[config.mk]
export PLATFORM = sky130hd
export DESIGN_NAME = ex_muldiv_unit
export DESIGN_NICKNAME = d
export VERILOG_FILES = /design/src/rtl/ex_muldiv_unit.sv
export SDC_FILE = /design/constraint.sdc
export NUM_CORES = 1
export LEC_CHECK = 0
export CORE_MARGIN = 3
export CORE_UTILIZATION = 40
export CTS_BUF_LIST = sky130_fd_sc_hd__clkbuf_2
export DETAILED_ROUTE_END_ITERATION = 7
export DONT_BUFFER_PORTS = 1
export GPL_ROUTABILITY_DRIVEN = 0
export PLACE_DENSITY = 0.61
export SYNTH_ARGS = -nofsm -noshare
export SYNTH_HDL_FRONTEND = slang
export SYNTH_SLANG_ARGS = --single-unit
[constraint.sdc]
create_clock -name clk -period 4.7 [get_ports clk]
set_clock_uncertainty 0.05 [all_clocks]
set_input_delay 0.47 -clock clk [delete_from_list [all_inputs] [get_ports clk]]
set_output_delay 0.47 -clock clk [all_outputs]
set_load 0.02 [all_outputs]
[src/rtl/ex_muldiv_unit.sv]
// Iterative HI/LO multiply/divide unit: shift-add multiply, restoring divide, MTHI/MTLO.
// Define EX_MULDIV_DIVIDER_EN to build the divider datapath (DIV/DIVU, DivByZero).
module ex_muldiv_unit #(
  parameter int NBits = 32
) (
  input  logic             clk,
  input  logic             reset,
  input  logic             Start,
  input  logic [2:0]       MDOp,
  input  logic [NBits-1:0] OperandA,
  input  logic [NBits-1:0] OperandB,
  input  logic             Flush,
  input  logic             HiLoSel,
  output logic [NBits-1:0] HI,
  output logic [NBits-1:0] LO,
  output logic [NBits-1:0] ReadResult,
  output logic             Busy,
  output logic             Done,
  output logic             DivByZero
);

  localparam int CW = $clog2(NBits) + 1;

  localparam logic [1:0] IDLE = 2'd0;
  localparam logic [1:0] RUN  = 2'd1;
  localparam logic [1:0] FIX  = 2'd2;

  logic [1:0]       state, stateNext;
  logic [CW-1:0]    count;
  logic [NBits-1:0] acc, qReg, bReg;
  logic             negRes;

  logic             take, launch, isMul, signedOp, aNeg, bNeg, lastIter;
  logic [NBits-1:0] aMag, bMag;
  logic [NBits:0]   mulSum;
  logic [2*NBits-1:0] product, mulRes;

`ifdef EX_MULDIV_DIVIDER_EN
  logic             opDiv, negRem, divZero, isDiv;
  logic [NBits:0]   divShift, divDiff;
`endif

  always_comb begin
    take     = (state == IDLE) && Start && !Flush;
    isMul    = (MDOp == 3'd1) || (MDOp == 3'd2);
    signedOp = (MDOp == 3'd1) || (MDOp == 3'd3);
`ifdef EX_MULDIV_DIVIDER_EN
    isDiv    = (MDOp == 3'd3) || (MDOp == 3'd4);
    launch   = take && (isMul || isDiv);
`else
    launch   = take && isMul;
`endif
    aNeg     = signedOp && OperandA[NBits-1];
    bNeg     = signedOp && OperandB[NBits-1];
    aMag     = aNeg ? -OperandA : OperandA;
    bMag     = bNeg ? -OperandB : OperandB;
    lastIter = (count == CW'(NBits - 1));
    // {acc,qReg} is the double-width product shifting right as multiplier bits retire
    mulSum   = {1'b0, acc} + (qReg[0] ? {1'b0, bReg} : '0);
    product  = {acc, qReg};
    mulRes   = negRes ? -product : product;
`ifdef EX_MULDIV_DIVIDER_EN
    // Partial remainder stays below the divisor, so N+1 bits hold the trial and its borrow
    divShift = {acc, qReg[NBits-1]};
    divDiff  = divShift - {1'b0, bReg};
`endif
  end

  always_comb begin
    stateNext = state;
    case (state)
      IDLE:    if (launch) stateNext = RUN;
      RUN:     if (Flush) stateNext = IDLE;
               else if (lastIter) stateNext = FIX;
      FIX:     stateNext = IDLE;
      default: stateNext = IDLE;
    endcase
  end

  always_ff @(posedge clk or negedge reset) begin
    if (!reset) begin
      state   <= IDLE;
      count   <= '0;
      acc     <= '0;
      qReg    <= '0;
      bReg    <= '0;
      negRes  <= 1'b0;
      HI      <= '0;
      LO      <= '0;
`ifdef EX_MULDIV_DIVIDER_EN
      opDiv   <= 1'b0;
      negRem  <= 1'b0;
      divZero <= 1'b0;
`endif
    end else begin
      state <= stateNext;
      if (launch) begin
        count   <= '0;
        acc     <= '0;
        qReg    <= aMag;
        bReg    <= bMag;
        negRes  <= aNeg ^ bNeg;
`ifdef EX_MULDIV_DIVIDER_EN
        opDiv   <= isDiv;
        negRem  <= aNeg;
        divZero <= (OperandB == '0);
`endif
      end else if (state == RUN) begin
        count <= count + CW'(1);
`ifdef EX_MULDIV_DIVIDER_EN
        if (opDiv) begin
          acc  <= divDiff[NBits] ? divShift[NBits-1:0] : divDiff[NBits-1:0];
          qReg <= {qReg[NBits-2:0], ~divDiff[NBits]};
        end else
`endif
          {acc, qReg} <= {mulSum, qReg[NBits-1:1]};
      end

      if (take && MDOp == 3'd5) HI <= OperandA;
      if (take && MDOp == 3'd6) LO <= OperandA;

      if (state == FIX && !Flush) begin
`ifdef EX_MULDIV_DIVIDER_EN
        // Zero divisor leaves the dividend magnitude in acc, so the sign fix restores it
        if (opDiv) begin
          LO <= divZero ? '1 : (negRes ? -qReg : qReg);
          HI <= negRem ? -acc : acc;
        end else
`endif
          {HI, LO} <= mulRes;
      end
    end
  end

  assign ReadResult = HiLoSel ? HI : LO;
  assign Busy       = (state != IDLE);
  assign Done       = (state == FIX) && !Flush;
`ifdef EX_MULDIV_DIVIDER_EN
  assign DivByZero  = Done && opDiv && divZero;
`else
  assign DivByZero  = 1'b0;
`endif

endmodule

# Word-level counts from Yosys, hierarchy flattened
# Cells that the tools add are included.
# totals
input_bits	72
elab_cells	60
out_inout_bits	99
regBits	169
# classes
bitwise_logic	1
n_mux	19
n_eq_ne	10
n_addsub	5
n_reduce_logical	17
# op_table
operator	n
32-bit two-way mux	12
64-bit two-way mux	1
32-bit negation	2
64-bit negation	1
32-bit by 32-bit adder with 33-bit output	1
6-bit two-way mux	2
1-bit logical AND	8
2-bit nonzero test	4
6-bit by 1-bit adder with 6-bit output, second input constant	1
3-bit by 2-bit == test with 1-bit output, second input constant	2
3-bit == test, second input constant	2
6-bit by 5-bit == test with 1-bit output, second input constant	1
2-bit two-way mux	3
2-bit one-hot mux with 2 select lines	1
3-bit by 1-bit == test with 1-bit output, second input constant	1
3-bit inequality test, second input constant	1
2-bit by 1-bit == test with 1-bit output, second input constant	1
2-bit == test, second input constant	1
2-bit zero test	1
1-bit logical OR	2
2-bit inequality test, second input constant	1
2-bit AND reduction	1
1-bit zero test	1
1-bit bitwise XOR	1

# Longest topological paths before layout
# depth
depth_word	6
mapped_depth	13
depth_no_buf	11

# Worst setup path after synthesis
# OpenSTA, ideal clock, no wires.
# synth_path
path_kind	register -> register
startpoint	reg qReg[11]
endpoint	reg HI[25]
setup_time_ns	0.136
arrival_time_ns	3.073
synth_period_minus_slack_ns	3.259
n_path_buf	2
required_time_ns	4.514
stages_incl_launch_ff	11
path_slack_ns	1.441
path_cell_list	dfrtp_1 > or4_4 > or4_4 > or4_1 > buf_2 > or2_1 > buf_2 > or3_4 > o31ai_4 > xor2_1 > a21oi_1
# synth_between
elab_chain_len	3
# synth_lines
element	line_no	source
from (decl)	30	logic [NBits-1:0] acc, qReg, bReg;
from (signal assigned)	100	qReg <= aMag;
from (signal assigned)	116	{acc, qReg} <= {mulSum, qReg[NBits-1:1]};
64-bit negation	61	mulRes = negRes ? -product : product;
64-bit two-way mux	61	
32-bit two-way mux	122	if (state == FIX && !Flush) begin
to (signal assigned)	119	if (take && MDOp == 3'd5) HI <= OperandA;
to (signal assigned)	130	{HI, LO} <= mulRes;
to (decl)	14	output logic [NBits-1:0] HI,
# Every way passes these cells.
# A chain may end at the register's enable or synchronous reset.

# Worst setup path in the final report
# layout_path
startpoint	reg qReg[11]
endpoint	reg HI[20]
# Same word-level chain as after synthesis.

==> out/results.txt <==
Max Cap Viol -> 0
count of buffers from port buffering -> 0
post-CTS setup buffer count -> 0
Post-synth top flop -> dfrtp_1
Crit path max-delay family -> simple AND/OR/NAND/NOR gates
die area -> 31700 um2
Avg Inst Size Synth -> 8.54 um2
clock tree buffer depth -> 2
Cells after DPL -> 1691
Crit Path Class -> reg -> reg
GRT overflow -> 0
ys async rst share -> 1.00
nets@finish -> 1519
DP Wirelength -> 25.2 mm
Worst setup EP type -> flop
H-tree depth -> 4
Post-Syn Area -> 11800 um2
Placement Rows -> 62
Final setup viols -> 0
Final TNS setup -> 0 ns
post-route ant nets -> 0
WL/cell -> 19.9 um
cell area power density -> 459 nW/um2
commonest cells after routing, fill and taps aside -> o21ai_0 (183), dfrtp_1 (169), nand2_1 (130), a21oi_1 (84), dlygate4sd3_1 (83)
CP peak stage delay -> 0.59 ns
root buf cell -> clkbuf_2
cell area after layout -> 13200 um2
Hold Crit Class -> in -> reg
crit path cell chain -> or4_4, or4_4, or3_1, or3_1, nor4_1, a21oi_1, xnor2_1, a21oi_1
FILL cells -> 2877
layout cells sized above 1 -> 0.0661
Vias/cell -> 5.93
Initial Util -> 0.409
# resized after CTS -> 0
synthesized flop and latch total -> 169
clock sinks -> 169
EDFF count, synth -> 0
hold slack final -> 0.0633 ns
relative slew slack -> 0.295
Final Critical Period -> 3.59 ns
IO Count -> 171
pin count of the biggest net entering global routing -> 170
highest ir drop seen on vdd -> 0.177 mV
clock slew at reported path FFs -> 0.33 ns
DRT Pass-1 Iters -> 5
pins over their slew limit -> 0
register-to-register setup slack -> 1.11 ns
Pleak -> 5.30 nW
clock latency at the later pin of the worst-skew pair -> 0.80 ns
Max Clk Rate -> 278 MHz
Synth cell types -> 60
die width -> 178 um
CP max-delay cell -> or4_4
crit path launch type -> flop
Hold Violations, Final -> 0
fin cells -> 1808
DR iter-0 viols -> 986
# DRC -> 0
Core Util, Final -> 0.455
syn_nets -> 1494
via count -> 10700
first-pass GRT wire length -> 56.5 mm
final worst path period share -> 0.764
vias in the first global route -> 10200
area grow syn2layout -> 11.5%
RSZ-0062 raised after global routing -> no
Seq/Total Area, Yosys -> 0.358
actual slew at the worst max-slew pin -> 1.05 ns
hold buffers post-CTS -> 84
outcome -> complete, no violations
Required @ worst endpoint -> 5.31 ns
Synth Warn # -> 0
GRT Util Overall -> 0.224
CTS buffer count -> 17
TritonCTS clock tree -> yes
antenna violations before repair -> 1
arrival time at the worst endpoint -> 4.20 ns
DIE HEIGHT -> 178 um
Total Routed Length -> 36.1 mm
Core Area -> 28900 um2
crit-path max FO -> 11
placed cell areas -> 12100 um2
worst path bufs/invs -> 0
commonest non-fill, non-tap cell in the layout -> o21ai_0
Cells after Synth -> 1385
## worst reg2reg max path, stage by stage, from the launching register on
cell	delay, ns
dfrtp_1	0.50
or4_4	0.59
or4_4	0.48
or3_1	0.44
or3_1	0.53
nor4_1	0.47
a21oi_1	0.15
xnor2_1	0.16
a21oi_1	0.08
## cells in the mapped netlist (all sizes together) (36+ instances only)
cell type / instances / share of area
o21ai: 188 / 0.080
a21oi: 84 / 0.036
xor2: 69 / 0.051
nor2: 77 / 0.024
nand2: 130 / 0.041
ha: 36 / 0.038
dfrtp: 169 / 0.36
a22oi: 44 / 0.028
xnor2: 62 / 0.046
clkbuf: 76 / 0.024
nand3: 42 / 0.018
and2: 38 / 0.020
nor3: 41 / 0.017
## report_power, final
| part | internal (mW) | switching (mW) |
|---|---|---|
| clock | 0.173 | 0.642 |
| combinational | 1.04 | 1.44 |
| sequential | 1.89 | 0.857 |
## cell families (layout without fill, tap and decap cells)
group | count (synthesis) | after routing | synth area share
AOI/OAI and AO/OA | 448 | 448 | 0.235
and+or+nand+nor | 426 | 426 | 0.177
DFF | 169 | 169 | 0.358
xor gates and xnor gates | 131 | 131 | 0.0971
buffers and inverters | 109 | 147 | 0.0354
muxes | 64 | 64 | 0.0577
adders and majority gates | 37 | 37 | 0.0398
other | 1 | 2 | 0.000317
## stage by stage
stage          setup slack, ns  power, mW
6_report                  1.11       6.05
5_1_grt                  0.891       6.50
2_1_floorplan             1.44       4.42
3_3_place_gp              1.24       5.06
3_5_place_dp              1.20       5.10
4_1_cts                   1.11       6.03
## sequential cells by signal, summed over array words and instances, names as in the netlist
register / flops
HI: 32
LO: 32
acc: 32
bReg: 32
qReg: 32
count: 6
state: 2
negRes: 1
## worst paths after layout
check,from,endpoint,cells after the start
min,OperandB[7],bReg[10],4
max,qReg[11],HI[20],8
min in group asynchronous,reset,HI[10],2
max in group asynchronous,reset,bReg[24],2
min reg2reg,count[5],state[1],1
max reg2reg,qReg[11],HI[20],8
## area by class of cell
| class | count | area (um2) | area share |
|---|---|---|---|
| multi-input combinational | 1107 | 7210 | 0.547 |
| clock buffer | 17 | 85.1 | 0.00646 |
| inverter | 18 | 67.6 | 0.00513 |
| clock inverter | 15 | 148 | 0.0112 |
| sequential | 169 | 4230 | 0.321 |
| tap | 384 | 480 | 0.0365 |
| antenna | 1 | 2.50 | 0.000190 |
| timing repair buffer | 97 | 956 | 0.0726 |
## per-layer routing
| metal | up-vias | routed length [um] | GRT usage |
|---|---|---|---|
| li1 | 5111 | - | - |
| met2 | 356 | 16500 | 0.359 |
| met5 | - | 0 | 0 |
| met1 | 5227 | 16900 | 0.324 |
| met3 | 27 | 2270 | 0.0293 |
| met4 | 0 | 398 | 0.0484 |
Note: power is estimated with default switching activity, not from simulation.
